**src/rtl/apb_master_if.sv**
```systemverilog
// Command/response and APB bus bundle for apb_master.
//   master modport: DUT view (drives cmd_ready, rsp_*, PSEL/PENABLE/PWRITE/PADDR/PWDATA)
//   slave modport : requester + APB slave view (drives cmd_*, PRDATA/PREADY/PSLVERR)
interface apb_master_if #(
  parameter int unsigned AWIDTH = 4,
  parameter int unsigned DWIDTH = 8
);
  logic              cmd_valid;
  logic              cmd_ready;
  logic              cmd_write;
  logic [AWIDTH-1:0] cmd_addr;
  logic [DWIDTH-1:0] cmd_wdata;

  logic              rsp_valid;
  logic [DWIDTH-1:0] rsp_rdata;
  logic              rsp_err;
  logic              rsp_timeout;

  logic              PSEL;
  logic              PENABLE;
  logic              PWRITE;
  logic [AWIDTH-1:0] PADDR;
  logic [DWIDTH-1:0] PWDATA;
  logic [DWIDTH-1:0] PRDATA;
  logic              PREADY;
  logic              PSLVERR;

  modport master (
    input  cmd_valid, cmd_write, cmd_addr, cmd_wdata, PRDATA, PREADY, PSLVERR,
    output cmd_ready, rsp_valid, rsp_rdata, rsp_err, rsp_timeout,
           PSEL, PENABLE, PWRITE, PADDR, PWDATA
  );

  modport slave (
    output cmd_valid, cmd_write, cmd_addr, cmd_wdata, PRDATA, PREADY, PSLVERR,
    input  cmd_ready, rsp_valid, rsp_rdata, rsp_err, rsp_timeout,
           PSEL, PENABLE, PWRITE, PADDR, PWDATA
  );
endinterface

```
**src/rtl/apb_master.sv**
```systemverilog
// Single-outstanding APB master: turns one accepted command into an
// IDLE->SETUP->ACCESS transfer and returns a one-cycle response pulse.
// Ports:
//   PCLK     - bus clock, rising edge
//   PRESETn  - asynchronous active-low reset
//   bus      - apb_master_if.master (command, response and APB signals)
module apb_master #(
  parameter int unsigned AWIDTH   = 4,
  parameter int unsigned DWIDTH   = 8,
  parameter int unsigned MAX_WAIT = 15
) (
  input  logic          PCLK,
  input  logic          PRESETn,
  apb_master_if.master  bus
);

  localparam int unsigned CW         = (MAX_WAIT > 0) ? $clog2(MAX_WAIT + 1) : 1;
  localparam bit          TIMEOUT_EN = (MAX_WAIT != 0);
  localparam logic [CW-1:0] WAIT_LIMIT = CW'(MAX_WAIT);
  localparam logic [CW-1:0] CNT_SAT    = {CW{1'b1}};

  typedef enum logic [1:0] {IDLE, SETUP, ACCESS} state_t;

  state_t            state_q, state_d;
  logic              psel_q, psel_d;
  logic              penable_q, penable_d;
  logic              pwrite_q, pwrite_d;
  logic [AWIDTH-1:0] paddr_q, paddr_d;
  logic [DWIDTH-1:0] pwdata_q, pwdata_d;
  logic [CW-1:0]     cnt_q, cnt_d;
  logic              cmd_ready_q, cmd_ready_d;
  logic              rsp_valid_q, rsp_valid_d;
  logic [DWIDTH-1:0] rsp_rdata_q, rsp_rdata_d;
  logic              rsp_err_q, rsp_err_d;
  logic              rsp_timeout_q, rsp_timeout_d;

  // State and output registers
  always_ff @(posedge PCLK or negedge PRESETn) begin
    if (!PRESETn) begin
      state_q       <= IDLE;
      psel_q        <= 1'b0;
      penable_q     <= 1'b0;
      pwrite_q      <= 1'b0;
      paddr_q       <= '0;
      pwdata_q      <= '0;
      cnt_q         <= '0;
      cmd_ready_q   <= 1'b0;
      rsp_valid_q   <= 1'b0;
      rsp_rdata_q   <= '0;
      rsp_err_q     <= 1'b0;
      rsp_timeout_q <= 1'b0;
    end else begin
      state_q       <= state_d;
      psel_q        <= psel_d;
      penable_q     <= penable_d;
      pwrite_q      <= pwrite_d;
      paddr_q       <= paddr_d;
      pwdata_q      <= pwdata_d;
      cnt_q         <= cnt_d;
      cmd_ready_q   <= cmd_ready_d;
      rsp_valid_q   <= rsp_valid_d;
      rsp_rdata_q   <= rsp_rdata_d;
      rsp_err_q     <= rsp_err_d;
      rsp_timeout_q <= rsp_timeout_d;
    end
  end

  // Next-state and next-output logic
  always_comb begin
    state_d       = state_q;
    psel_d        = psel_q;
    penable_d     = penable_q;
    pwrite_d      = pwrite_q;
    paddr_d       = paddr_q;
    pwdata_d      = pwdata_q;
    cnt_d         = cnt_q;
    rsp_valid_d   = 1'b0;
    rsp_rdata_d   = rsp_rdata_q;
    rsp_err_d     = rsp_err_q;
    rsp_timeout_d = rsp_timeout_q;

    case (state_q)
      IDLE: begin
        // cmd_ready_q gates acceptance so nothing is taken on the first edge after reset
        if (cmd_ready_q && bus.cmd_valid) begin
          pwrite_d  = bus.cmd_write;
          paddr_d   = bus.cmd_addr;
          pwdata_d  = bus.cmd_wdata;
          psel_d    = 1'b1;
          penable_d = 1'b0;
          state_d   = SETUP;
        end
      end
      SETUP: begin
        penable_d = 1'b1;
        cnt_d     = '0;
        state_d   = ACCESS;
      end
      ACCESS: begin
        if (bus.PREADY) begin
          psel_d        = 1'b0;
          penable_d     = 1'b0;
          rsp_valid_d   = 1'b1;
          rsp_err_d     = bus.PSLVERR;
          rsp_rdata_d   = pwrite_q ? '0 : bus.PRDATA;
          rsp_timeout_d = 1'b0;
          state_d       = IDLE;
        end else if (TIMEOUT_EN && (cnt_q == WAIT_LIMIT)) begin
          psel_d        = 1'b0;
          penable_d     = 1'b0;
          rsp_valid_d   = 1'b1;
          rsp_err_d     = 1'b1;
          rsp_timeout_d = 1'b1;
          rsp_rdata_d   = '0;
          state_d       = IDLE;
        end else if (cnt_q != CNT_SAT) begin
          // Saturate instead of wrapping when the timeout is disabled
          cnt_d = cnt_q + CW'(1);
        end
      end
      default: state_d = IDLE;
    endcase

    cmd_ready_d = (state_d == IDLE);
  end

  assign bus.cmd_ready   = cmd_ready_q;
  assign bus.rsp_valid   = rsp_valid_q;
  assign bus.rsp_rdata   = rsp_rdata_q;
  assign bus.rsp_err     = rsp_err_q;
  assign bus.rsp_timeout = rsp_timeout_q;
  assign bus.PSEL        = psel_q;
  assign bus.PENABLE     = penable_q;
  assign bus.PWRITE      = pwrite_q;
  assign bus.PADDR       = paddr_q;
  assign bus.PWDATA      = pwdata_q;

endmodule

```
**src/flat_wrapper.sv**
```systemverilog
// flat-port wrapper written by rule: the top's interface ports become plain ports
module apb_master_flat 
#(
  parameter int unsigned AWIDTH   = 4,
  parameter int unsigned DWIDTH   = 8,
  parameter int unsigned MAX_WAIT = 15
)
  (PCLK, PRESETn, bus_cmd_valid, bus_cmd_write, bus_cmd_addr, bus_cmd_wdata, bus_PRDATA, bus_PREADY, bus_PSLVERR, bus_cmd_ready, bus_rsp_valid, bus_rsp_rdata, bus_rsp_err, bus_rsp_timeout, bus_PSEL, bus_PENABLE, bus_PWRITE, bus_PADDR, bus_PWDATA);
  apb_master_if #(.AWIDTH(AWIDTH), .DWIDTH(DWIDTH)) bus_i ();
  input  logic PCLK;
  input  logic PRESETn;
  input wire logic [$bits(bus_i.cmd_valid)-1:0] bus_cmd_valid;
  input wire logic [$bits(bus_i.cmd_write)-1:0] bus_cmd_write;
  input wire logic [$bits(bus_i.cmd_addr)-1:0] bus_cmd_addr;
  input wire logic [$bits(bus_i.cmd_wdata)-1:0] bus_cmd_wdata;
  input wire logic [$bits(bus_i.PRDATA)-1:0] bus_PRDATA;
  input wire logic [$bits(bus_i.PREADY)-1:0] bus_PREADY;
  input wire logic [$bits(bus_i.PSLVERR)-1:0] bus_PSLVERR;
  output wire logic [$bits(bus_i.cmd_ready)-1:0] bus_cmd_ready;
  output wire logic [$bits(bus_i.rsp_valid)-1:0] bus_rsp_valid;
  output wire logic [$bits(bus_i.rsp_rdata)-1:0] bus_rsp_rdata;
  output wire logic [$bits(bus_i.rsp_err)-1:0] bus_rsp_err;
  output wire logic [$bits(bus_i.rsp_timeout)-1:0] bus_rsp_timeout;
  output wire logic [$bits(bus_i.PSEL)-1:0] bus_PSEL;
  output wire logic [$bits(bus_i.PENABLE)-1:0] bus_PENABLE;
  output wire logic [$bits(bus_i.PWRITE)-1:0] bus_PWRITE;
  output wire logic [$bits(bus_i.PADDR)-1:0] bus_PADDR;
  output wire logic [$bits(bus_i.PWDATA)-1:0] bus_PWDATA;
  assign bus_i.cmd_valid = bus_cmd_valid;
  assign bus_i.cmd_write = bus_cmd_write;
  assign bus_i.cmd_addr = bus_cmd_addr;
  assign bus_i.cmd_wdata = bus_cmd_wdata;
  assign bus_i.PRDATA = bus_PRDATA;
  assign bus_i.PREADY = bus_PREADY;
  assign bus_i.PSLVERR = bus_PSLVERR;
  assign bus_cmd_ready = bus_i.cmd_ready;
  assign bus_rsp_valid = bus_i.rsp_valid;
  assign bus_rsp_rdata = bus_i.rsp_rdata;
  assign bus_rsp_err = bus_i.rsp_err;
  assign bus_rsp_timeout = bus_i.rsp_timeout;
  assign bus_PSEL = bus_i.PSEL;
  assign bus_PENABLE = bus_i.PENABLE;
  assign bus_PWRITE = bus_i.PWRITE;
  assign bus_PADDR = bus_i.PADDR;
  assign bus_PWDATA = bus_i.PWDATA;
  apb_master #(.AWIDTH(AWIDTH), .DWIDTH(DWIDTH), .MAX_WAIT(MAX_WAIT)) u_core (.PCLK(PCLK), .PRESETn(PRESETn), .bus(bus_i));
endmodule
```
**config.mk**
```make
export PLATFORM = sky130hd
export DESIGN_NAME = apb_master_flat
export DESIGN_NICKNAME = d
export VERILOG_FILES = /design/src/rtl/apb_master_if.sv /design/src/rtl/apb_master.sv /design/src/flat_wrapper.sv
export SDC_FILE = /design/constraint.sdc
export NUM_CORES = 1
export LEC_CHECK = 0
export ABC_CLOCK_PERIOD_IN_PS = 3950
export BUFFER_PORTS_ARGS = -buffer_cell sky130_fd_sc_hd__buf_2
export CAP_MARGIN = 20
export CORE_ASPECT_RATIO = 0.8
export CORE_UTILIZATION = 50
export CTS_BUF_LIST = sky130_fd_sc_hd__clkbuf_8 sky130_fd_sc_hd__clkbuf_16
export CTS_CLUSTER_SIZE = 8
export DETAILED_ROUTE_END_ITERATION = 10
export GPL_ROUTABILITY_DRIVEN = 0
export PLACE_DENSITY = 0.9
export SLEW_MARGIN = 5
export SYNTH_ARGS = -nofsm -noshare
export SYNTH_HDL_FRONTEND = slang
export SYNTH_SLANG_ARGS = --single-unit
```
**constraint.sdc**
```tcl
create_clock -name PCLK -period 3.95 [get_ports PCLK]
set_input_delay 0.5925 -clock PCLK [delete_from_list [all_inputs] [get_ports PCLK]]
set_output_delay 0.5925 -clock PCLK [all_outputs]
set_load 0.03 [all_outputs]
```
==> flow_metrics.py <==
metrics = {
    "placement": {
        "hpwlAfterDp_mm": 1.83,
        "portBuffers": 52,
        "dpl_cell_area_mm2": 0.00156,
        "dp_cells": 172,
        "dpl_worst_slack_ns": 1.82,
    },
    "die": {
        "fp-row-count": 15,
        "fp.dieH_um": 47.0,
        "coreArea_mm2": 0.00227,
        "dieWidth_um": 58.2,
        "start_util": 0.556,
        "die_area_mm2": 0.00273,
        "io_pins": 53,
    },
    "clock_tree": {
        "cts_htree_levels": 2,
        "cts_hold_buffers": 0,
        "cts_made_buffers": 5,
        "cts_root_buf": "clkbuf_8",
        "clock-sinks": 33,
        "postCtsResizedCells": 0,
        "clk_latency_ns": 0.28,
        "post_cts_buffers": 0,
        "clk_pin_slew_ns": 0.07,
        "cts_tree": "done",
        "clock_path_buffers": 2,
    },
    "routing": {
        "dr_total_vias": 958,
        "drt_iter0_drc": 27,
        "via_per_inst": 5.32,
        "wl_per_cell_um": 14.8,
        "drc": 0,
        "ant_nets": 0,
        "drtPass1Iterations": 4,
        "totalWireLength_mm": 2.66,
    },
    "timing": {
        "fin_ws_ns": 2.14,
        "fin_crit_sh": 0.459,
        "timing.fmax_mhz": 552,
        "period_needed_ns": 1.81,
        "grt_setup_unrepaired": "no",
        "setup-tns-final_ns": 0,
        "hold_viol": 0,
        "skew_ns": 0.00429,
        "setup_viol": 0,
        "slew_headroom": 0.539,
        "hold_slack_ns": 0.351,
        "maxSlewViolCount": 0,
        "worst_pin_slew_ns": 0.691,
    },
    "power": {
        "ir_drop_mv": 0.534,
        "power.density_mw_per_mm2": 891,
        "power_mw": 1.49,
        "p_leak_nw": 0.847,
    },
    "setup_path": {
        "arrival_ns": 1.97,
        "cp_cell_sequence": "ha_1 -> and3_1 -> o21ai_2 -> inv_1 -> o22a_1",
        "required_ns": 4.11,
        "cp-start-kind": "flop",
        "crit_fanout": 10,
        "endpoint_kind": "flop",
        "critPathKind": "reg2reg",
        "max_stage_delay_ns": 0.42,
        "cpMaxStageDelayCell": "dfrtp_1",
    },
    "global_route": {
        "grt_max_degree": 34,
        "grt_pass1_vias": 909,
        "track_usage": 0.206,
        "antenna_found_initial": 0,
        "grt_pass1_wl_mm": 4.03,
        "overflow": 0,
    },
    "yosys": {
        "ys_seq_area_frac": 0.653,
        "syn-instance-count": 88,
        "syn_nets": 115,
        "yosys.area.top_type": "dfrtp_1",
        "synth_top_area_share": 0.653,
        "yosys_warnings": 0,
        "syn-cell-area_mm2": 0.00126,
        "synth_area_leaders": "dfrtp_1 (65%), mux2_2 (12%), a22o_1 (5.5%)",
        "syn_avg_cell_area_um2": 14.4,
        "synth_cell_types": 29,
        "ys_ff_latch": 33,
    },
    "min_path": {
        "holdCritPathClass": "in2async",
    },
    "cells_and_area": {
        "postLayoutCoreUtil": 0.736,
        "drive_gt1_frac": 0.521,
        "finalInstanceArea_mm2": 0.00167,
        "n_antenna_cell": 0,
        "nNetsFinal": 173,
        "nFillCells": 144,
        "layout_commonest_cell": "buf_2",
        "area_growth_pct": 32.2,
        "layout_common_cells": "buf_2 (52), dfrtp_1 (33), mux2_2 (13)",
        "instances_no_fill": 180,
    },
    "status": {
        "status": "completed",
    },
    "flow_run": {
        "max_cap_violations": 0,
    },
}
[critical path, delay by kind of cell, from the launching register on]
| kind | cells | cell delay [ns] |
|---|---|---|
| compound gates | 2 | 0.63 |
| fa+ha+maj | 1 | 0.25 |
| buf+inv | 1 | 0.16 |
| flops | 1 | 0.42 |
| simple gates | 1 | 0.23 |
[synth_stat cells]
master,count
o32ai_1,1
o22a_1,1
o211ai_1,1
nor3_1,1
nor2b_1,2
nand3b_1,1
a22o_1,8
a21oi_1,3
o31ai_1,1
nand2_1,3
nand3_1,1
or3b_4,1
ha_1,1
nor3_2,1
nand2b_1,1
dfrtp_1,33
or2_1,1
mux2i_1,1
o21a_1,1
clkbuf_1,1
o21ai_0,2
and3b_1,1
and3_1,1
mux2_2,13
o311ai_0,1
nor2_1,2
buf_4,1
inv_1,2
o21ai_2,1
[registers in the layout, indices dropped and copies added, names as in the netlist]
register	flops
u_core.bus.PADDR	4
u_core.bus.PENABLE	1
u_core.bus.PSEL	1
u_core.bus.PWDATA	8
u_core.bus.PWRITE	1
u_core.bus.cmd_ready	1
u_core.bus.rsp_err	1
u_core.bus.rsp_rdata	8
u_core.bus.rsp_timeout	1
u_core.bus.rsp_valid	1
u_core.cnt_q	4
u_core.state_q	2
[report_power, final]
part	total [mW]	internal, mW	switching, mW	leakage [nW]
combinational	0.628	0.231	0.397	0.382
sequential	0.560	0.476	0.0840	0.410
clock	0.300	0.183	0.117	0.0540
[routing by layer]
layer  part of all wire  global-route usage  up-vias
met5                  0                   0        -
met3              0.066              0.0606        6
li1                   -                   -      436
met2               0.49               0.356       52
met1               0.43               0.242      464
met4              0.012               0.110        0
[logic make-up (layout without fill, tap and decap cells)]
family,Yosys count,count (layout),share of synthesized area
multiplexers,14,14,0.124
AND/OR/NAND/NOR,16,16,0.0772
AO/OA/AOI/OAI,20,20,0.121
buffers and inverters,4,62,0.0149
flip-flops,33,33,0.653
adder cells (fa/ha/maj),1,1,0.00990
[cell type report]
type	count	area, µm²	area share
Timing Repair Buffer	53	272	0.163
Clock buffer	5	68.8	0.0412
Multi-Input combinational cell	51	419	0.251
Clock inverter	2	35.0	0.0210
Tap cell	34	42.5	0.0255
Inverter	2	7.51	0.00449
Sequential cell	33	826	0.494
[worst paths after layout]
path                                         start                 endpoint  cells past startpoint  slack (ns)
min in group PCLK          u_core.bus.rsp_rdata[5]  u_core.bus.rsp_rdata[5]                      1        0.49
max in group asynchronous                  PRESETn      u_core.bus.PADDR[0]                      1        3.15
min                                        PRESETn          u_core.cnt_q[3]                      1        0.35
max reg2reg                        u_core.cnt_q[0]       u_core.bus.rsp_err                      5        2.14
max                                u_core.cnt_q[0]       u_core.bus.rsp_err                      5        2.14
min reg2reg                u_core.bus.rsp_rdata[5]  u_core.bus.rsp_rdata[5]                      1        0.49
(Power assumes the default switching activity.)
